[config.mk]
export PLATFORM = sky130hd
export DESIGN_NAME = valid_ready_skid
export DESIGN_NICKNAME = d
export VERILOG_FILES = /design/src/rtl/valid_ready_skid_pkg.sv /design/src/rtl/valid_ready_skid.sv
export SDC_FILE = /design/constraint.sdc
export NUM_CORES = 1
export LEC_CHECK = 0
export ABC_AREA = 1
export CORE_ASPECT_RATIO = 0.9
export CORE_UTILIZATION = 38
export DETAILED_ROUTE_END_ITERATION = 10
export DONT_BUFFER_PORTS = 1
export GPL_TIMING_DRIVEN = 0
export SLEW_MARGIN = 15
export SYNTH_ARGS = -nofsm -noshare
export SYNTH_HDL_FRONTEND = slang
export SYNTH_SLANG_ARGS = --single-unit
[constraint.sdc]
create_clock -name clk -period 2.7 [get_ports clk]
set_input_delay 0.81 -clock clk [delete_from_list [all_inputs] [get_ports clk]]
set_output_delay 0.81 -clock clk [all_outputs]
set_load 0.01 [all_outputs]
[src/rtl/valid_ready_skid_pkg.sv]
// Shared definitions for the valid/ready register slice.
package valid_ready_skid_pkg;
    localparam int unsigned DEFAULT_DATA_W = 8;
endpackage

[src/rtl/valid_ready_skid.sv]
// Single-stage valid/ready register slice with a one-entry skid buffer.
// All outputs are flops, so both the forward and backward paths are cut.
module valid_ready_skid
    import valid_ready_skid_pkg::*;
#(
    parameter int unsigned DATA_W = DEFAULT_DATA_W
) (
    input  logic              clk,
    input  logic              rst,
    input  logic [DATA_W-1:0] data_i,
    input  logic              valid_i,
    output logic              ready_o,
    output logic [DATA_W-1:0] data_o,
    output logic              valid_o,
    input  logic              ready_i
);

    logic              skid_v;
    logic [DATA_W-1:0] skid_d;
    logic              in_fire;
    logic              drain;
    logic              skid_v_nxt;

    assign in_fire    = valid_i & ready_o;
    assign drain      = ~valid_o | ready_i;
    // The skid entry only fills while the main register is stalled.
    assign skid_v_nxt = drain ? 1'b0 : (skid_v | in_fire);

    always_ff @(posedge clk) begin
        if (rst) begin
            valid_o <= 1'b0;
            data_o  <= '0;
            skid_v  <= 1'b0;
            skid_d  <= '0;
            ready_o <= 1'b0;
        end else begin
            skid_v  <= skid_v_nxt;
            ready_o <= ~skid_v_nxt;
            if (drain) begin
                if (skid_v) begin
                    data_o  <= skid_d;
                    valid_o <= 1'b1;
                end else if (in_fire) begin
                    data_o  <= data_i;
                    valid_o <= 1'b1;
                end else begin
                    valid_o <= 1'b0;
                end
            end else if (in_fire) begin
                skid_d <= data_i;
            end
        end
    end

endmodule

# [Word level (Yosys, flattened, before mapping)]
# Cells that the tools add are included.
[classes] add_sub_neg=0 n_mul=0 n_div=0 n_lt_le_gt_ge=0 n_eq_ne=0 shift=0 muxes=5 n_bitwise=6 n_reduce_logical=3
[op_table] cell="two-way mux 8 bit" count=2
[op_table] cell="AND reduction 2 bit" count=2
[op_table] cell="two-way mux 1 bit" count=3
[op_table] cell="inverter 1 bit" count=3
[op_table] cell="bitwise OR 1 bit" count=2
[op_table] cell="nonzero test 2 bit" count=1
[op_table] cell="bitwise AND 1 bit" count=1
[word_totals] reg_bits=19 latchBits=0 mem_bits_rw=0 rom_bits=0 inputBits=12 output_inout_bits=10 mem_count=0

# [Depth between registers and ports, before layout]
# Gate-level depths: netlist of run 1.
[logic_depth] ltp_word=4 depth_mapped=8 ltp_nobuf=6

# [Worst setup path before layout of run 1]
# Ideal clock, no wire load.
[synth_path] path_kind="input-to-reg" from="in ready_i" to="reg skid_d[1]" setup_ps=113 t_arrival_ps=1345 path_slack_ps=1243 path_stages=7 path_buffers=1 cell_sequence="inv_2 > nand2_4 > nor2_4 > buf_4 > nand2_1 > nand2_1 > nor2_1"
[synth_via] elab_chain_len=3
[synth_rtl] item="start, declared" line="valid_ready_skid.sv:15" source="input logic ready_i"
[synth_rtl] item="bitwise OR 1 bit" line="valid_ready_skid.sv:25" source="assign drain = ~valid_o | ready_i;"
[synth_rtl] item="inverter 1 bit (no line)"
[synth_rtl] item="AND reduction 2 bit (no line)"
[synth_rtl] item="end signal, assigned" line="valid_ready_skid.sv:50" source="skid_d <= data_i;"
[synth_rtl] item="end, declared" line="valid_ready_skid.sv:19" source="logic [DATA_W-1:0] skid_d;"
# No other way between the ends.
# A chain may end at the register's enable or synchronous reset.

# [Worst setup path after layout of run 1]
[layout_path] from="reg valid_o" to="out valid_o"
[layout_rtl] item="start, declared" line="valid_ready_skid.sv:14" source="output logic valid_o,"
[layout_rtl] item="start signal, assigned" line="valid_ready_skid.sv:31" source="valid_o <= 1'b0;"
[layout_rtl] item="start signal, assigned" line="valid_ready_skid.sv:42" source="valid_o <= 1'b1;"
[layout_rtl] item="start signal, assigned" line="valid_ready_skid.sv:45" source="valid_o <= 1'b1;"
# No word-level cell between the ends.

==> metrics list, run 1 <==
- The most critical setup path has its startpoint at valid_o.
* CP Capture Point: valid_o
- For this run, the register share of the synthesized area comes to 0.4246.
- 22 I/O pins were placed.
* Adder-cell share of the synthesized area: 0
- In this run the tool buffered the top-level ports with 0 buffer cells.
* Main combinational cell family by area after synthesis: simple AND/OR/NAND/NOR gates
* Area enclosed by the die boundary: 2556 um^2
- Across all setup checks in the final design, the least slack found is 1147 ps.
- CP Capture Type: primary output
* Detailed-routed wire length on met3: 98 um
* Max Cap Violations: 0
* Mux share of post-synthesis cell area: 0
- After detailed routing, the wire length on met1 is 758 um.
- In the final routed layout, each cell accounts on average for 9.817 um.
- TritonCTS built the clock tree.
- The startpoint identified for the worst register-to-register timing path is ready_o.
- Global-route wire length before repair: 2359 um
* Number of buffers created by CTS: 3
- Synthesis-to-finish area growth: 6.704%
- The tree built by TritonCTS fans out to 19 sinks.
- Of the total synthesized cell area, the portion taken by XOR and XNOR cells is 0.
* Overall fraction of global-route tracks in use: 0.1377
* Result of the run: finished, final reports clean
* Largest fanout on the critical path: 2
- Maximum clock frequency: 0.6440 GHz
* Reg2reg setup slack: 1510 ps
* Relative max-transition margin: 0.8077
* Number of setup violations in the final report: 0
- Initial antenna violation count: 0
* Number of H-tree levels: 1
- RR Endpoint: skid_d[2]
- Effective utilization at floorplan: 0.4068
- The region available for standard cell placement spans 2202 um^2.
* Critical setup path kind: register to primary output
- Hold Path Class: register to register
- The routed design has 1610 um of wire.
- Top layer reached by signal wires: met4
- Dividing the final minimum period by the clock period gives 0.5751.
* Power per standard cell area: 536.4 nW/um^2
- Cell types occupying the most area after synthesis: sky130_fd_sc_hd__dfxtp_1 (42%), sky130_fd_sc_hd__nand2_1 (16%), sky130_fd_sc_hd__nor2_1 (13%), sky130_fd_sc_hd__inv_1 (7.5%), sky130_fd_sc_hd__buf_6 (3.8%)
* Post-synthesis cell type with the largest combined area: sky130_fd_sc_hd__dfxtp_1
- CTS hold repair buffers: 0
- In the final layout, the share of cells above drive strength 1 is 0.1387.
- Adding up every negative setup slack in the final design gives 0 ps.
* DRC violations left: 0
- The clock passes through at most 2 buffers.
- The synthesized design contains 19 register bits.
- STA classifies the critical path startpoint as a register.
* Area share of and/or/nand/nor cells after synthesis: 0.3785
- The later pin in the worst-skew pair is clocked with a latency of 310 ps.
- The die is 48.06 um tall.
- Detailed-routing iteration count for the pre-antenna-repair pass: 4
- Number of distinct library cell variants in the gate-level netlist after synthesis: 15
- After global routing the overflow that remains totals 0.
* Setup Buffers After CTS: 0
- Synthesized instance count: 133
- Total number of vias: 722
* Post-Route Skew: 7.439 ps
- Drt first-iter violations: 16
* Time the final worst path needs with I/O delays and setup: 1553 ps
* Antenna-violating nets left: 0
* Arrival time of data at the critical path endpoint: 740 ps
- The die is 53.18 um wide.
- After filler insertion, the fill cell instance count of the layout stands at 248.
- Diodes inserted: 0
- Standby leakage power: 0.4676 nW
* Site row count: 16
- After legalization and detailed placement, the total HPWL measured 1172 um.
- The final number of hold-violating endpoints is 0.
- Peak VDD IR: 0.0002136 V
* Unrepaired setup endpoints after global routing: no
- Root buf cell: sky130_fd_sc_hd__clkbuf_4
- For this run, the post-layout net count is 150.
* Worst-path clk slew: 120 ps
* Worst reg-to-reg path cell count: 6
* Final count of pins violating max slew: 0
* Length of routed met2 wiring: 702 um
- Entering global routing, the biggest net connects 11 pins.
- Dividing the detail-routed via count by the number of cells gives 4.402.
* Area share of the largest cell type after synthesis: 0.4246
* Post-Syn Area per Cell: 6.736 um^2
- Gates resized during post-CTS repair numbered 0.
- Timing analysis after detailed placement gives a worst setup slack of 1129 ps.
* Slew at the pin closest to its max-slew limit: 285.5 ps
- When the netlist entered floorplanning its net count stood at 145.
* Worst path depth: 0
* Number of global-route vias before repair: 533
- The compound-gate portion of the synthesized area was 0.05587.
- STA puts the critical path data required time at 1890 ps.
- Synthesized area: 895.9 um^2
- The congestion estimate from routability-driven global placement came to 0.6841.
* Warnings, synthesis: 0
[tightest hold or removal path, delay by kind of cell, from the launching register on]
family | cells | cell delay [ps]
DFF | 1 | 330
and+or+nand+nor | 2 | 140
[cell usage in the layout (no fill, tap or decap)]
cell,synthesis,routed
sky130_fd_sc_hd__nand2_1,39,39
sky130_fd_sc_hd__nor2_1,31,31
sky130_fd_sc_hd__dfxtp_1,19,19
sky130_fd_sc_hd__inv_1,18,18
sky130_fd_sc_hd__o21ai_0,6,6
sky130_fd_sc_hd__nand2_2,3,3
sky130_fd_sc_hd__nand2_4,3,3
sky130_fd_sc_hd__buf_6,3,3
sky130_fd_sc_hd__clkbuf_4,0,3
sky130_fd_sc_hd__buf_4,2,2
sky130_fd_sc_hd__nor2_2,2,2
sky130_fd_sc_hd__a21oi_1,2,2
sky130_fd_sc_hd__o21ai_1,2,2
sky130_fd_sc_hd__inv_2,1,1
sky130_fd_sc_hd__nor2_4,1,1
sky130_fd_sc_hd__inv_4,1,1
sky130_fd_sc_hd__clkbuf_1,0,1
[sequential cells by signal, indices dropped and copies added (netlist names)]
register / flops
data_o: 8
skid_d: 8
valid_o: 1
skid_v: 1
ready_o: 1
[worst min path at each step]
stage | start | to | slack (ps) | cells past startpoint
3_3_place_gp | skid_d[5] | skid_d[5] | 460 | 2
5_1_grt | skid_d[0] | skid_d[0] | 520 | 2
3_5_place_dp | skid_d[5] | skid_d[5] | 470 | 2
4_1_cts | skid_d[4] | skid_d[4] | 490 | 2
2_1_floorplan | skid_d[0] | skid_d[0] | 450 | 2
6_report | skid_d[4] | skid_d[4] | 490 | 2
[logic make-up after synthesis]
group | count (synthesis)
simple gates | 79
buf+inv | 25
flops | 19
compound gates | 10
[through the flow]
stage	power, W	instance area (um^2)	utilization	instances	hold slack (ps)
after floorplan	0.0003589	895.9	-	133	454.9
after global placement	0.0003680	929.6	0.4222	160	462.1
after detailed placement	0.0003693	929.6	0.4222	160	471.6
after CTS	0.0005176	955.9	0.4341	164	492.4
after global routing	0.0005371	955.9	0.4341	164	515.8
final	0.0005127	955.9	0.4341	164	492.2
[where the power goes]
part	switching (W)	internal, W	total, W
sequential	0.0000132	0.000294	0.000307
clock	0.0000929	0.0000576	0.000151
combinational	0.0000349	0.0000206	0.0000555
[routing by layer]
| metal | up-vias | GRT usage |
|---|---|---|
| li1 | 391 | - |
| met1 | 306 | 0.1801 |
| met2 | 20 | 0.1924 |
| met3 | 5 | 0.04444 |
| met4 | 0 | 0.09474 |
| met5 | - | 0 |
[synthesized netlist by cell type, drive strengths merged]
| library cell | n |
|---|---|
| buf | 5 |
| a21oi | 2 |
| dfxtp | 19 |
| inv | 20 |
| o21ai | 8 |
| nand2 | 45 |
| nor2 | 34 |
[layout make-up]
cell class,instances,area [um^2],share of cell area
Buffer,5,48.80,0.05105
Clock buffer,4,26.28,0.02749
Inverter,20,77.57,0.08115
Multi-Input combinational cell,89,389.1,0.4071
Sequential cell,19,380.4,0.3979
Tap cell,27,33.78,0.03534
Power figures use the tool's default switching activity.
==> inputs of run 2 (changes only) <==
Clock period 2.7 ns to 1.3 ns, I/O delays scaled along.
==> results of run 2 <==
The final DEF is identical to that of run 1. Status: finished, final reports clean.
Main changes from that run: setup slack after placement 1129 ps -> 120.9 ps; setup slack after layout 1147 ps -> 109.4 ps; hold slack 492.2 ps -> 131.6 ps; start point of the critical path valid_o -> ready_o; end point of the critical path valid_o -> skid_d[2]; register-to-register setup slack 1510 ps -> 110 ps; end point of the worst hold path skid_d[4] -> valid_o; total power 0.0005127 W -> 0.001065 W; worst IR drop on VDD 0.0002136 V -> 0.0004437 V
